### config.mk
export PLATFORM = sky130hd
export DESIGN_NAME = noc_pkt_mux_flat
export DESIGN_NICKNAME = d
export VERILOG_FILES = /design/src/rtl/noc_pkt_mux_if.sv /design/src/rtl/noc_pkt_mux.sv /design/src/flat_wrapper.sv
export SDC_FILE = /design/constraint.sdc
export NUM_CORES = 1
export LEC_CHECK = 0
export ABC_AREA = 1
export CAP_MARGIN = 10
export CORE_MARGIN = 3
export CORE_UTILIZATION = 42
export CTS_BUF_LIST = sky130_fd_sc_hd__clkbuf_4 sky130_fd_sc_hd__clkbuf_8 sky130_fd_sc_hd__clkbuf_16
export CTS_CLUSTER_DIAMETER = 120
export CTS_CLUSTER_SIZE = 40
export DETAILED_ROUTE_END_ITERATION = 7
export GPL_TIMING_DRIVEN = 0
export PLACE_DENSITY = 0.82
export SETUP_SLACK_MARGIN = 0.2
export SLEW_MARGIN = 15
export SYNTH_ARGS = -nofsm -noshare
export SYNTH_HDL_FRONTEND = slang
export SYNTH_SLANG_ARGS = --single-unit
export TNS_END_PERCENT = 30
### constraint.sdc
create_clock -name clk -period 2.2 [get_ports clk]
set_clock_uncertainty 0.1 [all_clocks]
set_input_delay 0.33 -clock clk [delete_from_list [all_inputs] [get_ports clk]]
set_output_delay 0.33 -clock clk [all_outputs]
set_load 0.01 [all_outputs]
### src/rtl/noc_pkt_mux_if.sv
// Flit bus between upstream ports, the packet mux and the downstream sink.
// The slave view belongs to the mux; the master view belongs to its environment.
interface noc_pkt_mux_if #(
    parameter int unsigned NPORT = 2,
    parameter int unsigned DATAW = 64,
    parameter int unsigned VCHW  = 2
);
    localparam int unsigned FLITW = DATAW + 2;

    logic [NPORT*FLITW-1:0] idata;
    logic [NPORT-1:0]       ivalid;
    logic [NPORT*VCHW-1:0]  ivch;
    logic [NPORT-1:0]       iready;
    logic [FLITW-1:0]       odata;
    logic                   ovalid;
    logic [VCHW-1:0]        ovch;
    logic                   oready;

    modport master (
        output idata, ivalid, ivch, oready,
        input  iready, odata, ovalid, ovch
    );

    modport slave (
        input  idata, ivalid, ivch, oready,
        output iready, odata, ovalid, ovch
    );
endinterface

### src/rtl/noc_pkt_mux.sv
// Packet-aware N:1 flit mux: static or round-robin grant held head-to-tail,
// registered output slot with valid/ready back-pressure.
module noc_pkt_mux #(
    parameter int unsigned NPORT = 2,
    parameter int unsigned DATAW = 64,
    parameter int unsigned VCHW  = 2,
    parameter int unsigned SELW  = 3
) (
    input  logic            clk,
    input  logic            rst_,
    input  logic            mode,
    input  logic [SELW-1:0] sel,
    output logic            err,
    output logic [15:0]     pkt_cnt,
    noc_pkt_mux_if.slave    bus
);
    localparam int unsigned FLITW = DATAW + 2;
    localparam logic [1:0] T_NONE = 2'b00;
    localparam logic [1:0] T_HEAD = 2'b01;
    localparam logic [1:0] T_DATA = 2'b10;
    localparam logic [1:0] T_TAIL = 2'b11;

    typedef enum logic {IDLE, LOCKED} state_e;

    state_e            state_q, state_d;
    logic [SELW-1:0]   gnt_q, gnt_d;
    logic [SELW-1:0]   rr_q, rr_d;
    logic              lmode_q, lmode_d;
    logic [FLITW-1:0]  odata_q, odata_d;
    logic              ovalid_q, ovalid_d;
    logic [VCHW-1:0]   ovch_q, ovch_d;
    logic              err_q, err_d;
    logic [15:0]       cnt_q, cnt_d;

    logic [1:0]        ftype [NPORT];
    logic [NPORT-1:0]  vhead, vbad;
    logic              rr_hit, st_hit, gnt_valid;
    logic [SELW-1:0]   rr_win;
    logic [1:0]        gnt_type;
    logic              space, acc;
    logic [SELW-1:0]   acc_port;
    logic [FLITW-1:0]  acc_flit;
    logic [VCHW-1:0]   acc_vch;
    logic [NPORT-1:0]  iready_c;

    // Per-port flit classification and both arbitration candidates.
    always_comb begin
        rr_hit    = 1'b0;
        rr_win    = '0;
        st_hit    = 1'b0;
        gnt_valid = 1'b0;
        gnt_type  = T_NONE;
        vhead     = '0;
        vbad      = '0;
        for (int unsigned p = 0; p < NPORT; p++) begin
            ftype[p] = bus.idata[p*FLITW + DATAW +: 2];
            vhead[p] = bus.ivalid[p] && (ftype[p] == T_HEAD);
            vbad[p]  = bus.ivalid[p] && (ftype[p] != T_HEAD);
            if (SELW'(p) == sel && vhead[p]) st_hit = 1'b1;
            if (SELW'(p) == gnt_q) begin
                gnt_valid = bus.ivalid[p];
                gnt_type  = ftype[p];
            end
        end
        // First HEAD at or above rr_q, wrapping.
        for (int unsigned i = 0; i < NPORT; i++) begin
            for (int unsigned p = 0; p < NPORT; p++) begin
                if (!rr_hit && vhead[p] && p == (32'(rr_q) + i) % NPORT) begin
                    rr_hit = 1'b1;
                    rr_win = SELW'(p);
                end
            end
        end
    end

    // Next-state, accept decision and output-slot update.
    always_comb begin
        state_d  = state_q;
        gnt_d    = gnt_q;
        rr_d     = rr_q;
        lmode_d  = lmode_q;
        odata_d  = odata_q;
        ovalid_d = ovalid_q;
        ovch_d   = ovch_q;
        err_d    = err_q;
        cnt_d    = cnt_q;
        space    = ~ovalid_q | bus.oready;
        acc      = 1'b0;
        acc_port = gnt_q;
        acc_flit = '0;
        acc_vch  = '0;
        iready_c = '0;

        case (state_q)
            IDLE: begin
                if (|vbad) err_d = 1'b1;
                if ((mode ? rr_hit : st_hit) && space) begin
                    acc      = 1'b1;
                    acc_port = mode ? rr_win : sel;
                    gnt_d    = acc_port;
                    lmode_d  = mode;
                    state_d  = LOCKED;
                end
            end
            LOCKED: begin
                if (gnt_valid) begin
                    if (gnt_type == T_DATA || gnt_type == T_TAIL) begin
                        if (space) begin
                            acc = 1'b1;
                            if (gnt_type == T_TAIL) begin
                                state_d = IDLE;
                                cnt_d   = cnt_q + 16'd1;
                                if (lmode_q)
                                    rr_d = (gnt_q == SELW'(NPORT - 1)) ? '0 : gnt_q + SELW'(1);
                            end
                        end
                    end else begin
                        err_d = 1'b1;
                    end
                end
            end
            default: state_d = IDLE;
        endcase

        for (int unsigned p = 0; p < NPORT; p++) begin
            if (acc && SELW'(p) == acc_port) begin
                iready_c[p] = 1'b1;
                acc_flit    = bus.idata[p*FLITW +: FLITW];
                acc_vch     = bus.ivch[p*VCHW +: VCHW];
            end
        end

        if (acc) begin
            odata_d  = acc_flit;
            ovch_d   = acc_vch;
            ovalid_d = 1'b1;
        end else if (ovalid_q && bus.oready) begin
            ovalid_d = 1'b0;
        end
    end

    always_ff @(posedge clk) begin
        if (!rst_) begin
            state_q  <= IDLE;
            gnt_q    <= '0;
            rr_q     <= '0;
            lmode_q  <= 1'b0;
            odata_q  <= '0;
            ovalid_q <= 1'b0;
            ovch_q   <= '0;
            err_q    <= 1'b0;
            cnt_q    <= '0;
        end else begin
            state_q  <= state_d;
            gnt_q    <= gnt_d;
            rr_q     <= rr_d;
            lmode_q  <= lmode_d;
            odata_q  <= odata_d;
            ovalid_q <= ovalid_d;
            ovch_q   <= ovch_d;
            err_q    <= err_d;
            cnt_q    <= cnt_d;
        end
    end

    assign bus.iready = iready_c;
    assign bus.odata  = odata_q;
    assign bus.ovalid = ovalid_q;
    assign bus.ovch   = ovch_q;
    assign err        = err_q;
    assign pkt_cnt    = cnt_q;
endmodule
### src/flat_wrapper.sv
// flat-port wrapper written by rule: the top's interface ports become plain ports
module noc_pkt_mux_flat 
#(
    parameter int unsigned NPORT = 2,
    parameter int unsigned DATAW = 64,
    parameter int unsigned VCHW  = 2,
    parameter int unsigned SELW  = 3
)
  (clk, rst_, mode, sel, err, pkt_cnt, bus_idata, bus_ivalid, bus_ivch, bus_oready, bus_iready, bus_odata, bus_ovalid, bus_ovch);
  noc_pkt_mux_if #(.NPORT(NPORT), .DATAW(DATAW), .VCHW(VCHW)) bus_i ();
  input  logic clk;
  input  logic rst_;
  input  logic mode;
  input  logic [SELW-1:0] sel;
  output logic err;
  output logic [15:0] pkt_cnt;
  input wire logic [$bits(bus_i.idata)-1:0] bus_idata;
  input wire logic [$bits(bus_i.ivalid)-1:0] bus_ivalid;
  input wire logic [$bits(bus_i.ivch)-1:0] bus_ivch;
  input wire logic [$bits(bus_i.oready)-1:0] bus_oready;
  output wire logic [$bits(bus_i.iready)-1:0] bus_iready;
  output wire logic [$bits(bus_i.odata)-1:0] bus_odata;
  output wire logic [$bits(bus_i.ovalid)-1:0] bus_ovalid;
  output wire logic [$bits(bus_i.ovch)-1:0] bus_ovch;
  assign bus_i.idata = bus_idata;
  assign bus_i.ivalid = bus_ivalid;
  assign bus_i.ivch = bus_ivch;
  assign bus_i.oready = bus_oready;
  assign bus_iready = bus_i.iready;
  assign bus_odata = bus_i.odata;
  assign bus_ovalid = bus_i.ovalid;
  assign bus_ovch = bus_i.ovch;
  noc_pkt_mux #(.NPORT(NPORT), .DATAW(DATAW), .VCHW(VCHW), .SELW(SELW)) u_core (.clk(clk), .rst_(rst_), .mode(mode), .sel(sel), .err(err), .pkt_cnt(pkt_cnt), .bus(bus_i));
endmodule
---- After elaboration in Yosys (flattened, before gate mapping) ----
Index checks and enable logic that the tools add are counted.
word-level totals
  flip-flop bits (word level) ............. 92
  input bits .............................. 145
  output and inout port bits .............. 88
  word-level logic and storage cells ...... 100
operators by class
  add/subtract/negate cells ............... 3
  eq/ne operators ......................... 13
  multiplexer cells ....................... 40
  bitwise gates (word level) .............. 3
  reduce and logical (&&, ||, !) cells .... 32
operator list
  kind                                                                   number
  66-bit 2-to-1 mux                                                      2
  32-bit logical NOT                                                     2
  1-bit 2-to-1 mux                                                       28
  1-bit logical AND                                                      17
  16-bit by 1-bit adder with 16-bit output, second input constant        1
  1-bit by 3-bit equality test with 1-bit output, first input constant   3
  3-bit logical NOT                                                      3
  3-bit 2-to-1 mux                                                       3
  2-bit 2-to-1 mux                                                       4
  2-bit by 1-bit != test with 1-bit output, second input constant        3
  1-bit case mux with 2 select lines                                     3
  6-bit AND reduction                                                    1
  5-bit AND reduction                                                    1
  2-bit by 1-bit equality test with 1-bit output, second input constant  2
  2-bit equality test, second input constant                             2
  2-bit != test, second input constant                                   2
  3-bit by 1-bit equality test with 1-bit output, second input constant  1
  1-bit logical NOT                                                      3
  3-bit AND reduction                                                    1
  1-bit adder, second input constant                                     2
  1-bit NOT                                                              2
  2-bit AND reduction                                                    1
  2-bit nonzero test                                                     1
  2-bit OR reduction                                                     1
  other kinds (2)                                                        2

---- Longest topological paths before layout ----
  depth in word-level cells ............... 24
  depth in mapped cells ................... 14
  gate-level depth less buffers ........... 12

---- Worst setup path before layout ----
No wires, ideal clock.
  kind .................................... reg-to-output
  start point ............................. register u_core.ovalid_q (netlist: u_core.bus.ovalid)
  end point ............................... output bus_iready[0]
  arrival time ............................ 1.364 ns
  required time ........................... 1.770 ns
  path slack .............................. 0.406 ns
  cell stages (with the launch flop) ...... 13
  buffers on the path ..................... 2
  path through ............................ dfxtp_1 > inv_1 > nor2_2 > nor2_1 > nand2_1 > inv_2 > nand2_4 > nand2_2 > nand2_4 > nand2_2 > buf_6 > buf_6 > inv_1
between the ends
  cells in the longest elaborated chain, start to end .. 8
  elaborated cells between the ends (all ways) .. 13
  those cells by class .................... mux (8); bitwise (2); reduce/logical (3)
RTL lines
  element                                                                  RTL line                               text
  start, declared                                                          noc_pkt_mux.sv:30                      logic ovalid_q, ovalid_d;
  start signal, assigned                                                   noc_pkt_mux.sv:159                     ovalid_q <= ovalid_d;
  1-bit NOT (*)                                                            noc_pkt_mux.sv:87                      space = ~ovalid_q | bus.oready;
  1-bit bitwise OR (*)                                                     noc_pkt_mux.sv:87
  1-bit 2-to-1 mux or 1-bit logical AND (tied branches)                    noc_pkt_mux.sv:108, noc_pkt_mux.sv:97
  1-bit 2-to-1 mux or 3-bit 2-to-1 mux (tied branches)                     noc_pkt_mux.sv:107, noc_pkt_mux.sv:97
  1-bit 2-to-1 mux or 3-bit 2-to-1 mux (tied branches)                     noc_pkt_mux.sv:106, noc_pkt_mux.sv:94
  1-bit case mux with 2 select lines or 3-bit logical NOT (tied branches)  noc_pkt_mux.sv:94, noc_pkt_mux.sv:126
  1-bit logical AND (*)                                                    noc_pkt_mux.sv:126                     if (acc && SELW'(p) == acc_port) begin
  1-bit 2-to-1 mux (*)                                                     noc_pkt_mux.sv:126
  end, declared                                                            flat_wrapper.sv:21                     output wire logic [$bits(bus_i.iready)-1:0] bus_iready;
Mark *: on every way between the ends. The rest lies on a longest branch, timed or not.

---- Worst setup path after layout ----
Same ends and word-level chain as after synthesis.

==> results.md <==
- First-pass GRT wire length: 25.9 mm
- Power Dens Cells: 618 mW/mm^2
- Min cycle time layout: 2.18 ns
- CTS Buf Count: 9
- Place WS: -0.764 ns
- Core Area: 0.0115 sq mm
- Tightest Hold Check Type: flip-flop to flip-flop
- Hold Vio Cnt, Final: 0
- Critical Path Fanout Max: 4
- Clock Path Buffers: 2
- Die X: 115 um
- Pleak: 3.72 nW
- Max Clk Rate: 0.460 GHz
- WL per Instance: 13.9 um
- Clock latency on the worst-skew pair: 0.34 ns
- Vias in the first global route: 5,256
- Max-Slew Margin vs Limit: 65.2%
- RSZ-0062 raised after global routing: true
- Via density: 4.65
- Ys flop type: dfxtp_1
- Clk network pwr share: 29.1%
- Final period util: 98.9%
- Flop pwr share: 38.6%
- Routability cong.: 0.895
- Max VDD drop: 368 uV
- ANT nets after route: 0
- Largest net degree at the start of global routing: 17
- WP data arrival: 1.75 ns
- Critical path endpoint category: output pin
- Endpoints failing setup: 0
- Synth unique cells: 28
- Sw power: 1.53 mW
- FILL cells: 995
- Via count: 5,552
- Worst EP required: 1.77 ns
- WS Path Type: flip-flop to output pin
- Max-cap violation count: 0
- Cells after Synth: 784
- Initial Utilization: 43.2%
- DRT Pass-1 Iters: 5
- Synth Cell Area: 0.00497 sq mm
- Post-synth top area share: 37.0%
- Layout area overhead: 61.4%
- Post-synth EDFFs: 0
- Most frequent cells after synthesis: 206 x nor2_1, 150 x inv_1, 106 x o21ai_0
- Initial DRC count: 276
- Gr ovfl total: 0
- # diodes: 0
- Internal Power: 3.44 mW
- Logic pwr share: 32.3%
- Hold slack: 0.357 ns
- DIE HEIGHT: 115 um
- Synth Register Bits: 92
- Root Driver: clkbuf_16
- Storage element area: 0.00185 sq mm
- Asr flop ratio synth: 0%
- FP Rows: 39
- Cts hold-fix bufs: 0
- Initial antenna violation count: 0
- Critical Path Start Type: flip-flop
- Final worst setup slack: 0.0238 ns
- YS warnings: 0
- CTS tree: done
- Synth area leaders: dfxtp_1 37%, nor2_1 16%, inv_1 11%
- Ports: 233
- Overall Global Routing Usage: 24.6%
- Area of the die: 0.0132 sq mm
- Cell with the most instances after synthesis: nor2_1
- Outcome: complete, no violations
- Max Transition Viols Final: 0
- Clock-pin slew on the worst setup and hold paths: 0.07 ns
- Layout cells sized above 1: 11.7%
- Multi-input gate area: 0.00235 sq mm
- Register area share after synthesis: 37.0%
- HPWL Detailed: 12.7 mm
- Syn avg cell area: 6.35 sq um
- Sw frac: 30.8%
- Residual DRC count: 0
- Clock sinks: 92
- Port bufs: 232
- Wirelength, routed: 16.5 mm
- Nets: 1,191
- Area leader, netlist: dfxtp_1
- Syn nets: 930
- Level count of the clock H-tree: 3
- Slew @ Worst Pin: 0.522 ns
[critical path, cell delays in order (launching register included)]
cell and delay [ns]:
dfxtp_2 0.32, inv_2 0.06, nor2_2 0.05, nor2_1 0.11, nand2_1 0.07, inv_2 0.09, nand2_4 0.08, buf_4 0.15
nand2_4 0.08, nand2_4 0.06, buf_8 0.12, buf_12 0.12, inv_4 0.04, buf_6 0.08
[metrics by stage]
| stage | setup TNS (ns) | std cells | instance area, sq um | power [mW] | util (%) |
|---|---|---|---|---|---|
| finish | 0 | 1193 | 8030 | 4.97 | 69.7 |
| global route | -0.137 | 1193 | 8030 | 5.24 | 69.7 |
| CTS | 0 | 1189 | 7930 | 4.93 | 68.8 |
| detailed placement | -10.80 | 1159 | 7480 | 3.42 | 64.9 |
| global placement | -8.93 | 1159 | 7480 | 3.40 | 64.9 |
| floorplan | 0 | 784 | 4970 | 2.64 | - |
[flip-flops by register name, indices dropped and copies added, names as in the netlist]
name               count
u_core.bus.odata      66
u_core.bus.ovalid      1
u_core.bus.ovch        2
u_core.err             1
u_core.gnt_q           3
u_core.lmode_q         1
u_core.pkt_cnt        16
u_core.rr_q            1
u_core.state_q         1
[kinds of logic after synthesis]
| kind of cell | after synthesis | share of synthesized area (%) |
|---|---|---|
| compound gates | 163 | 16.7 |
| xor+xnor | 13 | 2.29 |
| flops | 92 | 37.0 |
| fa+ha+maj | 1 | 0.251 |
| simple gates | 317 | 26.8 |
| buf+inv | 198 | 17.0 |
[per-layer routing]
| metal | share of wire, % | vias up | wire, um | track usage, % |
|---|---|---|---|---|
| met2 | 51 | 180 | 8430 | 43.8 |
| met4 | 2.3 | 0 | 380 | 7.59 |
| met3 | 7.1 | 25 | 1170 | 7.26 |
| li1 | - | 2888 | - | - |
| met1 | 40 | 2459 | 6560 | 28.4 |
| met5 | 0 | - | 0 | 0 |
[cell type report]
type / count / area share [%]
timing repair buffer: 250 / 30.5
clock buffer: 9 / 2.80
inverter: 157 / 7.37
tap: 143 / 2.23
multi-input combinational: 494 / 29.3
buffer: 41 / 4.22
sequential: 92 / 23.0
clock inverter: 7 / 0.623
[path summary, 6_finish.rpt]
kind / start / to / slack [ns] / cells after the start
setup / recovery: u_core.bus.ovalid$_SDFFE_PN0P_ / bus_iready[0] / 0.02 / 13
hold / removal: u_core.gnt_q[2]$_SDFF_PN0_ / u_core.gnt_q[2]$_SDFF_PN0_ / 0.36 / 2
setup reg to reg: u_core.bus.ovalid$_SDFFE_PN0P_ / u_core.bus.ovalid$_SDFFE_PN0P_ / 0.20 / 14
hold reg to reg: u_core.gnt_q[2]$_SDFF_PN0_ / u_core.gnt_q[2]$_SDFF_PN0_ / 0.36 / 2
[layout by cell type, fill, tap and decap left out, types with 2 or more instances in the layout]
master	count
o21ai_0	90
nor3_1	3
buf_6	11
buf_8	4
dfxtp_1	88
clkinvlp_4	3
dfxtp_2	4
nand4_1	3
nand3_1	7
clkbuf_16	10
clkdlybuf4s50_1	219
xor2_1	6
dlygate4sd2_1	11
inv_6	2
nand2_4	6
clkbuf_1	9
inv_2	9
clkbuf_4	2
nor2_2	21
nand2_1	59
nand2_2	2
buf_4	22
buf_2	10
o21ai_1	51
nor2_1	205
nor3_2	3
clkinv_2	2
nand3_2	5
inv_1	146
xnor2_1	7
a21oi_1	18
[power groups by stage]
| stage | combinational (mW) | sequential, mW | clock [mW] |
|---|---|---|---|
| CTS | 1.56 | 1.91 | 1.46 |
| floorplan | 0.625 | 2.01 | 0 |
| detailed placement | 1.47 | 1.95 | 0 |
| finish | 1.61 | 1.92 | 1.44 |
| global placement | 1.46 | 1.94 | 0 |
| global route | 1.76 | 1.94 | 1.54 |
[what timing repair did]
item / in CTS / in global routing
setup endpoints to repair: 30 / 74
pin swaps: 14 / 10
gates resized for setup: 42 / 57
buffers inserted: 14 / 4
Power figures use the tool's default switching activity.
==> RTL edit 1 (same settings) <==
`SELW` is set to 3 in 2 places; all go to 2.
--- a/src/rtl/noc_pkt_mux.sv
+++ b/src/rtl/noc_pkt_mux.sv
@@ -4,7 +4,7 @@
     parameter int unsigned NPORT = 2,
     parameter int unsigned DATAW = 64,
     parameter int unsigned VCHW  = 2,
-    parameter int unsigned SELW  = 3
+    parameter int unsigned SELW  = 2
 ) (
     input  logic            clk,
     input  logic            rst_,
--- a/src/flat_wrapper.sv
+++ b/src/flat_wrapper.sv
@@ -4,7 +4,7 @@
     parameter int unsigned NPORT = 2,
     parameter int unsigned DATAW = 64,
     parameter int unsigned VCHW  = 2,
-    parameter int unsigned SELW  = 3
+    parameter int unsigned SELW  = 2
 )
   (clk, rst_, mode, sel, err, pkt_cnt, bus_idata, bus_ivalid, bus_ivch, bus_oready, bus_iready, bus_odata, bus_ovalid, bus_ovch);
   noc_pkt_mux_if #(.NPORT(NPORT), .DATAW(DATAW), .VCHW(VCHW)) bus_i ();
Ports: changed (resized sel); port bits go from 233 to 232. No check against the original RTL was run, so the function may have changed too.
==> RTL edit 1 against the unedited design <==
  * Cell area down 1.1%
  * Sequential share of layout area hardly changed
  * Setup slack better by 0.016 ns
  * Sequential cell count decreased by 1
  * Hold slack improved by 0.025 ns
  * Total power down 6.0%
  * Area after synthesis fell by 3.2%
  * Count of clock-buffer cells in the layout is 2 higher
  * Routed wire length fell by 0.40%
  * Critical endpoint unchanged
  * Highest routed layer unchanged
==> RTL edit 1: results (changes against the unedited design) <==
----------------------------------------------------
[Timing]
  Peak clock frequency supported by timing ... 463 MHz (was 460 MHz)
  Pin slew with the least headroom to its limit ... 0.519 ns (was 0.522 ns)

[Power]
  Sw Share ... 26.4% (was 30.8%)
  Worst ir drop on vdd ... 0.455 mV (was 0.368 mV)
  Leakage power of the design ... 3.70 nW (was 3.72 nW)

[Critical path]
  Slack of the worst reg-to-reg path ... 0.29 ns (was 0.20 ns)
  CP max FO ... 3 (was 4)
  Data arrival time of the worst path ... 1.73 ns (was 1.75 ns)

[Layout]
  Number of flip-flops under the largest register name ... 66 (unchanged)
  Net count, final ... 1178 (was 1191)

[Route]
  Overall via count from detail_route ... 5516 (was 5552)
  Aggregate routed wire length ... 16500 um (about the same)
  Initial drt markers ... 291 (was 276)

[Placement]
  Worst-case setup slack after placement ... -0.907 ns (was -0.764 ns)
  Sum of net half-perimeters after detailed placement ... 12300 um (was 12700 um)
  Count of input and output buffers ... 231 (was 232)
  Last weighted congestion value of the routability-driven placer ... 0.894 (was 0.895)

[Synthesis]
  FFs w/ async S/R, synth ... 0% (unchanged)
  Synthesized-area fraction occupied by adder cells ... 0.260% (was 0.252%)
  Compound-cell area share of the yosys netlist ... 17.9% (was 16.6%)
  Register area share after synthesis ... 37.8% (was 37.0%)
  Top cells by area in the synthesized netlist ... dfxtp_1, nor2_1, o21ai_0 (was dfxtp_1, nor2_1, inv_1)
  Post-synthesis xor/xnor area fraction ... 2.00% (was 2.29%)
  Commonest cells post-synth ... nor2_1, inv_1, o21ai_0 (unchanged)
  Warnings from Yosys ... 0 (unchanged)
  Post-synthesis net count ... 921 (was 930)

[Global routing]
  Met2 track demand over resource ... 43.1% (was 43.8%)
  GRT Util Overall ... 24.7% (was 24.6%)
  Global-route wire length before repair ... 25400 um (was 25900 um)
  Vias in the first global route ... 5021 (was 5256)
  Met3 track utilization from global routing ... 6.74% (was 7.26%)
  Pin count of the biggest net entering global routing ... 15 (was 17)
  Global routing usage on met1 ... 30.3% (was 28.4%)

[CTS]
  Clk pin slew, worst setup/hold paths ... 0.06 ns

[Outcome]
  Outcome ... finished, final reports clean (unchanged)

----------------------------------------------------
RTL edit 1: cell types whose count changed after synthesis, moves of 5 or more:
| cell | delta |
|---|---|
| buf_6 | -6 |
| clkbuf_1 | +8 |
| inv_1 | +10 |
| inv_2 | -5 |
| nand2_1 | -12 |
| nand3_1 | +7 |
| nand3_2 | -5 |
| nor2_1 | +18 |
| nor2_2 | -17 |
| o21ai_0 | +18 |
| o21ai_1 | -15 |
RTL edit 1: final timing paths:
check                           cells past startpoint                        from                                end
worst min-delay path                                2  u_core.gnt_q[1]$_SDFF_PN0_         u_core.gnt_q[1]$_SDFF_PN0_
worst max-delay path                               10  u_core.gnt_q[1]$_SDFF_PN0_                      bus_iready[0]
worst min register to register                      2  u_core.gnt_q[1]$_SDFF_PN0_         u_core.gnt_q[1]$_SDFF_PN0_
worst max register to register                     10  u_core.gnt_q[1]$_SDFF_PN0_  u_core.bus.odata[28]$_SDFFE_PN0P_
RTL edit 1: cell families after synthesis:
kind of cell | after synthesis
simple gates | 302
fa+ha+maj | 1
xor+xnor | 11
compound gates | 170
flops | 91
buf+inv | 201
RTL edit 1: layout make-up:
class,instances,area (um2)
fill,944,3090
timing repair buffer,246,2430
sequential,91,1830
multi-input combinational,484,2310
clock inverter,4,73.8
tap,140,175
inverter,162,608
buffer,39,262
clock buffer,11,253
RTL edit 1: timing repair:
item | in CTS | in global routing
buffers inserted | 13 | 2
gates resized for setup | 56 | 48
setup endpoints to repair | 70 | 83
pin swaps | 16 | 7
RTL edit 1: stage by stage:
step | area, um2 | TNS [ns] | power, mW | std cells | hold WS (ns)
6_report | 7940 | 0 | 4.67 | 1177 | 0.382
5_1_grt | 7940 | -0.0302 | 4.86 | 1177 | 0.403
4_1_cts | 7850 | 0 | 4.65 | 1175 | 0.369
3_5_place_dp | 7300 | -18.11 | 2.93 | 1147 | 0.357
3_3_place_gp | 7300 | -17.54 | 2.92 | 1147 | 0.341
2_1_floorplan | 4820 | 0 | 2.31 | 776 | 0.332
RTL edit 1: per-layer routing:
layer,vias up,share of wire (%)
met5,-,0
met4,0,1.6
met3,21,7.3
met2,182,51
met1,2454,40
li1,2859,-
RTL edit 1: power by group through the flow:
stage	clock [mW]	sequential, mW	combinational (mW)
6_report	1.68	1.82	1.16
2_1_floorplan	0	1.90	0.408
4_1_cts	1.69	1.82	1.13
5_1_grt	1.75	1.84	1.27
3_3_place_gp	0	1.85	1.07
3_5_place_dp	0	1.85	1.07
RTL edit 1: critical path, stage by stage, from the launching register on:
cell and delay, ns:
dfxtp_2 0.34, inv_2 0.07, nand2_4 0.08, o21ai_4 0.21, nand4_4 0.16, nand2_8 0.12
nand2_4 0.06, buf_8 0.12, buf_8 0.11, inv_2 0.04, buf_6 0.09
==> RTL edit 2 (same settings) <==
Without the edit above. Register the output `pkt_cnt` once more, cleared by the reset; this adds one clock of latency there. The other outputs are not delayed to match.
--- a/src/rtl/noc_pkt_mux.sv
+++ b/src/rtl/noc_pkt_mux.sv
@@ -168,5 +168,11 @@
     assign bus.ovalid = ovalid_q;
     assign bus.ovch   = ovch_q;
     assign err        = err_q;
-    assign pkt_cnt    = cnt_q;
+    always_ff @(posedge clk) begin
+        if (!rst_) begin
+            pkt_cnt <= '0;
+        end else begin
+            pkt_cnt <= cnt_q;
+        end
+    end
 endmodule
Formal check against the unedited RTL: not equivalent (Yosys sat finds a counterexample within 4 cycles, from zero or initial values and one cycle with rst_ low).
==> RTL edit 2 against the unedited design <==
  * Final cell count rose by 6.3%
  * Total power rose by 10%
  * Die area rose by 7.5%
  * Cell area rose by 5.9%
  * Sequential power rose by 15%
  * Fmax barely moved
  * Via count rose by 3.9%
  * Area after synthesis rose by 8.0%
  * Setup slack barely moved
  * Routed wire length rose by 0.92%
  * Sequential cell count rose by 16
  * Largest cell class unchanged
==> RTL edit 2: results (changes against the unedited design) <==
----------------------------------------------------
[Global routing]
  GRT Util Overall ... 23.0% (was 24.6%)
  Met3 track utilization from global routing ... 8.07% (was 7.26%)
  Global routing usage on met1 ... 26.0% (was 28.4%)
  Vias in the first global route ... 5372 (was 5256)
  Pin count of the biggest net entering global routing ... 19 (was 17)
  Global-route wire length before repair ... 26500 um (was 25900 um)
  Antenna violations before repair ... 0 (unchanged)
  Met2 track demand over resource ... 39.8% (was 43.8%)

[Placement]
  Dpl cells ... 1235 (was 1159)
  Count of input and output buffers ... 231 (was 232)
  Last weighted congestion value of the routability-driven placer ... 0.866 (was 0.895)
  Sum of net half-perimeters after detailed placement ... 12500 um (was 12700 um)
  Worst-case setup slack after placement ... -0.731 ns (was -0.764 ns)

[Outcome]
  Outcome ... finished, final reports clean (unchanged)

[Layout]
  Filler instances ... 1066 (was 995)
  Share of cells above drive strength 1 ... 9.64% (was 11.7%)

[Route]
  Initial drt markers ... 378 (was 276)
  Aggregate routed wire length ... 16700 um (was 16500 um)
  Overall via count from detail_route ... 5770 (was 5552)
  Post-detailed-route wirelength per cell ... 13.2 um (was 13.9 um)

[Synthesis]
  Commonest cells post-synth ... nor2_1, inv_1, o21ai_0 (unchanged)
  Top cells by area in the synthesized netlist ... dfxtp_1, nor2_1, inv_1 (unchanged)
  Register area share after synthesis ... 40.3% (was 37.0%)
  Unique cell type count in the Yosys netlist ... 28 (unchanged)
  Warnings from Yosys ... 0 (unchanged)
  Post-synthesis net count ... 982 (was 930)
  Number of instances in the synthesized netlist ... 836 (was 784)

[CTS]
  Post-CTS Hold Fix Bufs ... 0 (unchanged)
  Clock insertion delay at the later pin of the skew report ... 0.34 ns (about the same)
  Clock buffer count from CTS ... 9 (unchanged)

[Timing]
  Slew headroom ... 64.4% (was 65.2%)

[Critical path]
  Stage delay of the slowest cell on the critical path ... 0.34 ns (was 0.32 ns)
  Family of cells with the greatest summed delay on the critical path ... simple AND/OR/NAND/NOR gates (was buffers and inverters)
  Library cell contributing the largest single delay on the critical path ... dfxtp_2 (unchanged)
  CP max FO ... 3 (was 4)
  Data arrival time of the worst path ... 1.75 ns (about the same)

[Power]
  Sw Share ... 29.4% (was 30.8%)
  Leakage power of the design ... 4.02 nW (was 3.72 nW)
  Worst ir drop on vdd ... 0.344 mV (was 0.368 mV)

[Hold path]
  Min-Delay Path Class ... reg -> reg (unchanged)

----------------------------------------------------
[RTL edit 2: changes by cell type after synthesis, sizes merged, moves of 3 or more]
cell / change
nor2: -6
nand2: +14
dfxtp: +16
clkbuf: +3
inv: +22
nor3: +4
[RTL edit 2: stage by stage]
step	hold slack (ns)	power, mW	cell area (um2)	setup TNS, ns
3_5_place_dp	0.344	3.68	7890	-11.38
6_report	0.359	5.46	8500	0
4_1_cts	0.359	5.43	8360	-0.0304
5_1_grt	0.385	5.73	8500	-0.398
3_3_place_gp	0.346	3.67	7890	-10.39
2_1_floorplan	0.324	2.91	5370	0
[RTL edit 2: worst register-to-register path, delay by kind of cell, from the launching register on]
kind            cells  cell delay [ns]
flops               1             0.37
compound gates      1             0.14
simple gates        6             0.48
buf+inv             8             0.90
[RTL edit 2: power groups by stage]
stage	Sequential, mW	Clock (mW)	Combinational, mW
2_1_floorplan	2.31	0	0.609
3_3_place_gp	2.23	0	1.44
3_5_place_dp	2.24	0	1.45
4_1_cts	2.19	1.71	1.52
5_1_grt	2.22	1.78	1.73
6_report	2.20	1.69	1.58
[RTL edit 2: cell families after synthesis]
logic type,count (synthesis),synth area share (%)
simple gates,329,24.7
buf+inv,222,17.3
flops,108,40.3
compound gates,163,15.4
xor+xnor,13,2.12
fa+ha+maj,1,0.233
[RTL edit 2: per-layer routing]
| metal | up-vias | share of wire, % |
|---|---|---|
| li1 | 3012 | - |
| met1 | 2533 | 40 |
| met2 | 188 | 49 |
| met3 | 37 | 8.5 |
| met4 | 0 | 2.7 |
| met5 | - | 0 |
[RTL edit 2: layout make-up]
cell class / instances / area share, %
buffer: 44 / 3.80
inverter: 178 / 7.89
sequential: 108 / 25.5
clock buffer: 10 / 2.81
timing repair buffer: 248 / 28.7
tap: 168 / 2.47
clock inverter: 6 / 0.854
multi-input combinational: 506 / 28.0
[RTL edit 2: final timing paths]
check	slack, ns	from	to	depth (start not counted)
setup reg to reg	0.10	u_core.gnt_q[0]$_SDFF_PN0_	u_core.bus.odata[46]$_SDFFE_PN0P_	15
hold reg to reg	0.36	u_core.gnt_q[1]$_SDFF_PN0_	u_core.gnt_q[1]$_SDFF_PN0_	2
setup / recovery	0.02	u_core.gnt_q[2]$_SDFF_PN0_	bus_iready[0]	12
hold / removal	0.36	u_core.gnt_q[1]$_SDFF_PN0_	u_core.gnt_q[1]$_SDFF_PN0_	2
[RTL edit 2: what timing repair did]
action	4_1_cts	5_1_grt
gates resized for setup	39	63
setup endpoints to repair	33	82
pin swaps	14	9
buffers inserted	15	2
